**src/rtl/udma_spim_cmd_dispatch_if.sv**
```systemverilog
// Command-word handshake bundle between the uDMA cmd channel, the dispatcher and the SPI controller.
// The slave modport is the dispatcher's view; master is the surrounding channel/controller.
interface udma_spim_cmd_dispatch_if;
    logic [31:0] data_i;
    logic        data_valid_i;
    logic        data_ready_o;
    logic [31:0] udma_cmd_o;
    logic        udma_cmd_valid_o;
    logic        udma_cmd_ready_o;
    logic        ctrl_ready_i;

    modport slave (
        input  data_i, data_valid_i, ctrl_ready_i,
        output data_ready_o, udma_cmd_o, udma_cmd_valid_o, udma_cmd_ready_o
    );

    modport master (
        output data_i, data_valid_i, ctrl_ready_i,
        input  data_ready_o, udma_cmd_o, udma_cmd_valid_o, udma_cmd_ready_o
    );
endinterface

```
**src/rtl/udma_spim_cmd_dispatch.sv**
```systemverilog
// SPI-master command dispatcher: registered FIFO, head visible one cycle after push; setup words pop at once.
// Backpressure: data_ready_o drops only when full (no pop-side path); non-setup words wait for ctrl_ready_i.
module udma_spim_cmd_dispatch #(
    parameter int unsigned DEPTH     = 4,
    parameter int unsigned CNT_WIDTH = 16
) (
    input  logic                       clk_i,
    input  logic                       rst_i,
    input  logic                       cfg_clr_i,
    udma_spim_cmd_dispatch_if.slave    bus,
    output logic                       eot_o,
    output logic [$clog2(DEPTH):0]     fill_o,
    output logic [CNT_WIDTH-1:0]       cmd_cnt_o
);

    localparam int unsigned AW     = $clog2(DEPTH);
    localparam int unsigned FILL_W = AW + 1;
    localparam logic [FILL_W-1:0] FULL = FILL_W'(DEPTH);

    localparam logic [3:0] OP_SETUP_UCA = 4'hD;
    localparam logic [3:0] OP_SETUP_UCS = 4'hE;
    localparam logic [3:0] OP_EOT       = 4'h9;

    typedef enum logic {S_RUN, S_EOT} state_e;

    state_e              state_q, state_d;
    logic [31:0]         mem_q [DEPTH];
    logic [AW-1:0]       wr_ptr_q, rd_ptr_q;
    logic [FILL_W-1:0]   fill_q;
    logic [CNT_WIDTH-1:0] cnt_q;

    logic [31:0] head;
    logic [3:0]  head_op;
    logic        not_empty, is_setup, is_eot;
    logic        push, pop, run;

    assign head      = mem_q[rd_ptr_q];
    assign head_op   = head[31:28];
    assign not_empty = (fill_q != '0);
    assign is_setup  = (head_op == OP_SETUP_UCA) || (head_op == OP_SETUP_UCS);
    assign is_eot    = (head_op == OP_EOT);

    assign bus.data_ready_o     = (fill_q != FULL);
    assign bus.udma_cmd_o       = not_empty ? head : 32'h0;
    assign bus.udma_cmd_valid_o = not_empty & run;
    assign bus.udma_cmd_ready_o = bus.udma_cmd_valid_o & (is_setup | bus.ctrl_ready_i);

    assign push = bus.data_valid_i & bus.data_ready_o;
    assign pop  = bus.udma_cmd_valid_o & bus.udma_cmd_ready_o;

    assign fill_o    = fill_q;
    assign cmd_cnt_o = cnt_q;

    // FSM: state register
    always_ff @(posedge clk_i or posedge rst_i) begin
        if (rst_i)          state_q <= S_RUN;
        else if (cfg_clr_i) state_q <= S_RUN;
        else                state_q <= state_d;
    end

    // FSM: next state
    always_comb begin
        state_d = state_q;
        case (state_q)
            S_RUN:   if (pop && is_eot) state_d = S_EOT;
            S_EOT:   state_d = S_RUN;
            default: state_d = S_RUN;
        endcase
    end

    // FSM: outputs; eot_o comes straight from the state flop so the pulse is glitch-free
    always_comb begin
        run   = (state_q == S_RUN);
        eot_o = (state_q == S_EOT);
    end

    always_ff @(posedge clk_i or posedge rst_i) begin
        if (rst_i) begin
            wr_ptr_q <= '0;
            rd_ptr_q <= '0;
            fill_q   <= '0;
            cnt_q    <= '0;
        end else if (cfg_clr_i) begin
            wr_ptr_q <= '0;
            rd_ptr_q <= '0;
            fill_q   <= '0;
            cnt_q    <= '0;
        end else begin
            if (push) wr_ptr_q <= wr_ptr_q + AW'(1);
            if (pop)  rd_ptr_q <= rd_ptr_q + AW'(1);
            case ({push, pop})
                2'b10:   fill_q <= fill_q + FILL_W'(1);
                2'b01:   fill_q <= fill_q - FILL_W'(1);
                default: fill_q <= fill_q;
            endcase
            if (pop && !is_setup && !is_eot) cnt_q <= cnt_q + CNT_WIDTH'(1);
        end
    end

    // Storage needs no reset: reads are masked to zero while empty.
    always_ff @(posedge clk_i) begin
        if (push && !cfg_clr_i) mem_q[wr_ptr_q] <= bus.data_i;
    end

endmodule

```
**src/flat_wrapper.sv**
```systemverilog
// flat-port wrapper written by rule: the top's interface ports become plain ports
module udma_spim_cmd_dispatch_flat 
#(
    parameter int unsigned DEPTH     = 4,
    parameter int unsigned CNT_WIDTH = 16
)
  (clk_i, rst_i, cfg_clr_i, eot_o, fill_o, cmd_cnt_o, bus_data_i, bus_data_valid_i, bus_ctrl_ready_i, bus_data_ready_o, bus_udma_cmd_o, bus_udma_cmd_valid_o, bus_udma_cmd_ready_o);
  udma_spim_cmd_dispatch_if bus_i ();
  input  logic clk_i;
  input  logic rst_i;
  input  logic cfg_clr_i;
  output logic eot_o;
  output logic [$clog2(DEPTH):0] fill_o;
  output logic [CNT_WIDTH-1:0] cmd_cnt_o;
  input wire logic [$bits(bus_i.data_i)-1:0] bus_data_i;
  input wire logic [$bits(bus_i.data_valid_i)-1:0] bus_data_valid_i;
  input wire logic [$bits(bus_i.ctrl_ready_i)-1:0] bus_ctrl_ready_i;
  output wire logic [$bits(bus_i.data_ready_o)-1:0] bus_data_ready_o;
  output wire logic [$bits(bus_i.udma_cmd_o)-1:0] bus_udma_cmd_o;
  output wire logic [$bits(bus_i.udma_cmd_valid_o)-1:0] bus_udma_cmd_valid_o;
  output wire logic [$bits(bus_i.udma_cmd_ready_o)-1:0] bus_udma_cmd_ready_o;
  assign bus_i.data_i = bus_data_i;
  assign bus_i.data_valid_i = bus_data_valid_i;
  assign bus_i.ctrl_ready_i = bus_ctrl_ready_i;
  assign bus_data_ready_o = bus_i.data_ready_o;
  assign bus_udma_cmd_o = bus_i.udma_cmd_o;
  assign bus_udma_cmd_valid_o = bus_i.udma_cmd_valid_o;
  assign bus_udma_cmd_ready_o = bus_i.udma_cmd_ready_o;
  udma_spim_cmd_dispatch #(.DEPTH(DEPTH), .CNT_WIDTH(CNT_WIDTH)) u_core (.clk_i(clk_i), .rst_i(rst_i), .cfg_clr_i(cfg_clr_i), .bus(bus_i), .eot_o(eot_o), .fill_o(fill_o), .cmd_cnt_o(cmd_cnt_o));
endmodule
```
**config.mk**
```make
export PLATFORM = sky130hd
export DESIGN_NAME = udma_spim_cmd_dispatch_flat
export DESIGN_NICKNAME = d
export VERILOG_FILES = /design/src/rtl/udma_spim_cmd_dispatch_if.sv /design/src/rtl/udma_spim_cmd_dispatch.sv /design/src/flat_wrapper.sv
export SDC_FILE = /design/constraint.sdc
export NUM_CORES = 1
export LEC_CHECK = 0
export BUFFER_PORTS_ARGS = -buffer_cell sky130_fd_sc_hd__buf_4
export CAP_MARGIN = 25
export CORE_MARGIN = 2
export CORE_UTILIZATION = 50
export DETAILED_ROUTE_END_ITERATION = 12
export GPL_TIMING_DRIVEN = 1
export PLACE_DENSITY = 0.8
export SLEW_MARGIN = 20
export SYNTH_ARGS = -nofsm -noshare
export SYNTH_HDL_FRONTEND = slang
export SYNTH_SLANG_ARGS = --single-unit
```
**constraint.sdc**
```tcl
create_clock -name clk_i -period 7.7 [get_ports clk_i]
set_clock_uncertainty 0.15 [all_clocks]
set_input_delay 1.54 -clock clk_i [delete_from_list [all_inputs] [get_ports clk_i]]
set_output_delay 1.54 -clock clk_i [all_outputs]
set_load 0.005 [all_outputs]
```
==> impl_results.md, run 1 <==
* Status: finished, final reports clean
* Pre-CTS WS at 3.36 ns
* Fmax at 0.211 GHz
* HP Class: flop to flop
* Crit-path max FO at 19
* Flop pwr share at 42.2%
* Hold_ws at 0.418 ns
* Post-cts resize count at 0
* WHS Path Cells at 2
* Antenna diodes at 0
* YS warnings at 0
* Worst-margin pin slew at 0.903 ns
* First-pass GRT wire length at 19700 um
* Final Max Tran Viols at 0
* Worst vdd ir at 250 uV
* Proportion of layout cells with a drive suffix above 1 at 34.4%
* Switching share of power at 25.9%
* Final-stage net count at 509
* Final hold vios at 0
* Tot Pwr at 2.36 mW
* NetSw at 611 uW
* CP required at 6.01 ns
* FP Rows at 41
* Area delta synth->final at 22.5%
* Mapped Cells at 377
* Final setup vio count at 0
* Syn Nets at 420
* Vias in the first global route at 3755
* Via density at 5.63
* Setup TNS at 0 ns
* Maxcap violations at 0
* Synth area leaders: edfxtp_1 (60%), mux4_2 (11%), dfrtp_1 (9.4%), and2_1 (3.5%), a21oi_1 (1.5%)
* DIE HEIGHT at 117 um
* Distinct cell type count after synthesis at 37
* Register-to-register setup slack at 3.81 ns
* Placed cells at 618
* Synth Area per Inst at 16.9 um2
* Largest area contributor in the netlist: edfxtp_1
* Reg2reg start: u_core.rd_ptr_q[0]
* Initial antenna violation count at 0
* Detailed Place HPWL at 7690 um
* Die area at 0.0137 mm2
* Critical path arrival at 3.05 ns
* Share of the synthesized area in the top cell type at 60.3%
* Starting Density at 51.0%
* Final Cell Area at 0.00781 mm2
* Clk_lat worst skew at 0.41 ns
* H-tree depth at 4
* Worst Setup Start Kind: flop
* Static Leak at 2.79 nW
* EDFF count, synth at 128
* Fin crit period at 4.74 ns
* Routability cong. at 0.776
* Post-Layout Cell Count at 651
* CTS tree: done
* Total wire length at 12400 um
* RR Endpoint: u_core.fill_o[2]
* Die Wd at 117 um
* Hold buffer count at cts at 0
* Maximum root-to-sink buffer count at 2
* First drt pass iteration count at 4
* CTS Sinks at 152
* Largest net degree at the start of global routing at 36
* Post-Syn Area at 0.00638 mm2
* Antenna-violating nets left at 0
* Total gr overflow at 0
* FF-to-FF path depth at 11
* Layout fillers at 916
* Placed inst area at 0.00719 mm2
* Pint at 1.75 mW
* Synth async-reset ratio at 15.8%
* Worst-path clk slew at 0.06 ns
* Final setup margin at 2.96 ns
* GR Util All Layers at 19.9%
* Util after Layout at 62.4%
* Logic pwr share at 23.3%
* Clock share of power at 34.4%
* IO Count at 92
* Post-synthesis sequential area ratio at 69.7%
* Clock tree root driver cell: clkbuf_16
* Power Density at 302 mW/mm2
* Crit Path Category: flop to primary output
* CTS buffer count at 17
* Port Buf Inserts at 91
* Post-CTS setup buffer count at 0
* Critical Path Source: u_core.rd_ptr_q[0]
* Period utilization at 61.6%
* Hold wc startpoint: u_core.cmd_cnt_o[15]
* Post-synth top flop: edfxtp_1
* Core area at 0.0125 mm2
* First DRT Iteration DRCs at 260
* Vias after detailed routing at 3667
* Endpoint, Worst Hold: u_core.cmd_cnt_o[15]
* Headroom to the max-slew limit at 39.8%
* RSZ-0062 raised after global routing: no
* Crit end category: primary output
* WL/cell at 19.0 um
* Synthesis-stage register bit count at 152
* Remaining DRCs at 0
-- layout make-up --
type,instances,area (um2),area share (%)
multi-input combinational,196,1820,23.3
tap,172,215,2.76
inverter,5,18.8,0.240
sequential,152,4450,56.9
timing repair buffer,94,726,9.29
clock buffer,19,433,5.54
clock inverter,13,153,1.95
-- sequential cells by signal (all words and copies together), names as in the netlist --
name / count
u_core.mem_q: 128
u_core.cmd_cnt_o: 16
u_core.fill_o: 3
u_core.rd_ptr_q: 2
u_core.wr_ptr_q: 2
u_core.eot_o: 1
-- cells in the final DEF, fill, tap and decap left out, types with 9 or more instances in the layout --
master     instances
dfrtp_1           23
buf_4             93
nand2_1            9
o31ai_1           12
edfxtp_1         128
or4_1             11
nand2b_1           9
and2_1            32
a21oi_1           19
nor2_1             9
mux4_2            32
clkbuf_16         17
-- layer usage --
metal  share of wire, %  wire length, um  vias to the layer above  GRT usage (%)
met5                  0                0                        -              0
met4                1.4              173                        0           7.45
met3                5.9              732                       14           5.56
met2                 52             6460                      128           33.7
met1                 41             5040                     1856           24.6
li1                   -                -                     1669              -
-- logic make-up (layout without fill, tap and decap cells) --
logic type / after synthesis / in the layout / synth area share (%)
flops: 152 / 152 / 69.7
xor+xnor: 2 / 2 / 0.275
fa+ha+maj: 6 / 6 / 1.29
compound gates: 42 / 42 / 4.12
simple gates: 105 / 105 / 9.87
mux: 41 / 41 / 12.8
buf+inv: 29 / 131 / 2.00
-- synth_stat cells, drive strengths merged, types with 2 or more instances --
cell / n
and4: 2
ha: 5
clkbuf: 17
inv: 5
dfrtp: 24
edfxtp: 128
nand2b: 9
buf: 7
nor2: 9
o31ai: 12
or4: 11
mux2i: 6
o21ai: 7
nand2: 9
a21oi: 19
nor3b: 2
or3: 5
nor4: 3
nor2b: 4
nand3: 5
mux2: 3
mux4: 32
nand4: 6
xnor2: 2
and2: 36
-- critical path: stages (launching register included) --
cell,delay [ns]
dfrtp_2,0.72
buf_4,0.44
mux4_2,0.59
xnor2_1,0.27
nor2_1,0.15
o21ai_2,0.20
inv_1,0.09
buf_4,0.14
-- power groups by stage --
stage	clock network (mW)	registers, mW	logic [mW]
after floorplan	0	0.989	0.341
after global placement	0	1.01	0.539
after detailed placement	0	1.01	0.551
after CTS	0.828	0.997	0.555
after global routing	0.863	1.00	0.600
final	0.812	0.996	0.550
-- worst max path at each step --
stage                     cells after the start  slack, ns              endpoint
after floorplan                               2       4.25  bus_udma_cmd_ready_o
after global placement                        7       3.41  bus_udma_cmd_ready_o
final                                         7       2.96  bus_udma_cmd_ready_o
after global routing                          7       2.64  bus_udma_cmd_ready_o
after CTS                                     7       2.89  bus_udma_cmd_ready_o
after detailed placement                      7       3.36  bus_udma_cmd_ready_o
No activity file was read; power rests on OpenSTA's default activity.
==> run 2, diff against run 1 <==
--- a/config.mk
+++ b/config.mk
@@ -11,7 +11,7 @@
 export CORE_UTILIZATION = 50
 export DETAILED_ROUTE_END_ITERATION = 12
 export GPL_TIMING_DRIVEN = 1
-export PLACE_DENSITY = 0.8
+export PLACE_DENSITY = 0.83
 export SLEW_MARGIN = 20
 export SYNTH_ARGS = -nofsm -noshare
 export SYNTH_HDL_FRONTEND = slang
==> constraint.sdc (replaced) <==
create_clock -name clk_i -period 3.88 [get_ports clk_i]
set_clock_uncertainty 0.15 [all_clocks]
set_input_delay 0.776 -clock clk_i [delete_from_list [all_inputs] [get_ports clk_i]]
set_output_delay 0.776 -clock clk_i [all_outputs]
set_load 0.005 [all_outputs]
==> run 2 against run 1 <==
Net effect: global-route usage is 0.21 points lower; critical path depth is 1 lower; count of clock-buffer cells in the layout is 2 lower; sequential power is 100% higher; highest routed layer unchanged; worst hold slack worse by 0.28 ns; via count is 0.57% higher.
==> impl_results.md, run 2 (synthesis gave the netlist of run 1 again) <==
* Vias after detailed routing at 3688
* FP Rows at 41
* Area occupied by multi-input gates at 0.00181 mm2
* Maxcap violations at 0
* Remaining DRCs at 0
* Final setup vio count at 0
* Commonest non-fill, non-tap cells in the layout: edfxtp_1 (128), buf_4 (95), mux4_2 (32), and2_1 (32), dfrtp_1 (22)
* Worst vdd ir at 588 uV
* Largest Register: u_core.mem_q
* Pint at 3.50 mW
* CP required at 2.95 ns
* Clock share of power at 36.1%
* First DRT Iteration DRCs at 380
* Vias in the first global route at 3843
* Final hold vios at 0
* Area delta synth->final at 23.2%
* Post-cts resize count at 0
* Critical path arrival at 2.58 ns
* Headroom to the max-slew limit at 41.2%
* Max incr delay on CP at 0.68 ns
* Worst Setup Start Kind: flop
* Hold buffer count at cts at 0
* Die area at 0.0137 mm2
* Initial antenna violation count at 0
* DIE HEIGHT at 117 um
* Logic pwr share at 22.5%
* Crit-path cells: mux4_2 > xnor2_1 > nor2_1 > o21ai_2 > inv_1 > buf_4
* IO Count at 92
* Port Buf Inserts at 91
* Total wire length at 12400 um
* Period utilization at 90.4%
* Hold_ws at 0.136 ns
* Routability cong. at 0.882
* Layout fillers at 890
* Detailed Place HPWL at 7600 um
* Post-CTS setup buffer count at 0
* Crit Path Category: flop to primary output
* Clock tree root driver cell: clkbuf_16
* CTS Sinks at 152
* First-pass GRT wire length at 19700 um
* NetSw at 1.30 mW
* Crit-path slowest cell: dfrtp_2
* Core area at 0.0125 mm2
* Proportion of layout cells with a drive suffix above 1 at 35.8%
* Status: finished, final reports clean
* First drt pass iteration count at 4
* Crit end category: primary output
* Antenna diodes at 0
* Largest net degree at the start of global routing at 35
* Storage element area at 0.00445 mm2
* Maximum root-to-sink buffer count at 2
* Fin crit period at 3.51 ns
* WL/cell at 19.0 um
* Worst-margin pin slew at 0.881 ns
* H-tree depth at 4
* Total gr overflow at 0
* Via density at 5.65
* Crit-path max FO at 16
* Final Max Tran Viols at 0
* Switching share of power at 27.0%
* RSZ-0062 raised after global routing: no
* Clk_lat worst skew at 0.42 ns
* CTS buffer count at 17
* HP Class: input port to asynchronous set/reset pin
* GR Util All Layers at 19.7%
* Fmax at 0.285 GHz
* Starting Density at 51.0%
* Setup TNS at 0 ns
* Final-stage net count at 511
* Worst-path clk slew at 0.06 ns
* CTS tree: done
* Die Wd at 117 um
* Flop pwr share at 41.4%
* Static Leak at 2.83 nW
* Power Density at 611 mW/mm2
* Max FFs per register at 128
* Antenna-violating nets left at 0
* Most common cell after layout, fill and taps aside: edfxtp_1
run 2: power groups by stage:
stage	registers, mW	clock network, mW	logic (mW)
2_1_floorplan	1.96	0	0.676
3_3_place_gp	2.01	0	1.07
3_5_place_dp	2.02	0	1.09
4_1_cts	1.99	1.76	1.09
5_1_grt	2.00	1.82	1.18
6_report	1.99	1.73	1.08
run 2: final cells by class:
| cell class | instances | area share, % |
|---|---|---|
| clock buffer | 17 | 5.41 |
| sequential | 152 | 56.6 |
| multi-input combinational | 196 | 23.1 |
| timing repair buffer | 96 | 9.27 |
| clock inverter | 15 | 2.68 |
| tap | 172 | 2.74 |
| inverter | 5 | 0.239 |
run 2: final timing paths:
kind | from | end | slack, ns | depth (start not counted)
hold / removal | rst_i | u_core.fill_o[1] | 0.14 | 2
setup reg to reg | u_core.rd_ptr_q[0] | u_core.fill_o[2] | 0.41 | 10
setup / recovery | u_core.rd_ptr_q[0] | bus_udma_cmd_ready_o | 0.37 | 6
max in group asynchronous | rst_i | u_core.cmd_cnt_o[11] | 3.01 | 3
hold reg to reg | u_core.cmd_cnt_o[15] | u_core.cmd_cnt_o[15] | 0.41 | 2
min in group clk_i | bus_data_i[10] | u_core.mem_q[0][10] | 0.40 | 1
run 2: through the flow:
stage	instance area [um2]	utilization, %	instances	total power [mW]	setup slack [ns]
floorplan	6380	-	377	2.64	1.05
global placement	7210	57.6	620	3.08	0.645
detailed placement	7210	57.6	620	3.11	0.440
CTS	7840	62.6	652	4.85	0.335
global route	7860	62.8	653	5.00	0.0939
finish	7860	62.8	653	4.80	0.371
run 2: critical path, delay by kind of cell, from the launching register on:
| family | cells | cell delay (ns) |
|---|---|---|
| AO/OA/AOI/OAI | 1 | 0.18 |
| XOR/XNOR | 1 | 0.28 |
| buffers and inverters | 2 | 0.24 |
| flip-flops | 1 | 0.68 |
| multiplexers | 1 | 0.62 |
| AND/OR/NAND/NOR | 1 | 0.15 |
run 2: routing by layer:
layer | track usage (%) | wire, um | vias to the layer above
met3 | 6.28 | 977 | 9
met4 | 6.59 | 136 | 0
met5 | 0 | 0 | -
li1 | - | - | 1670
met1 | 24.9 | 5010 | 1861
met2 | 32.6 | 6280 | 148
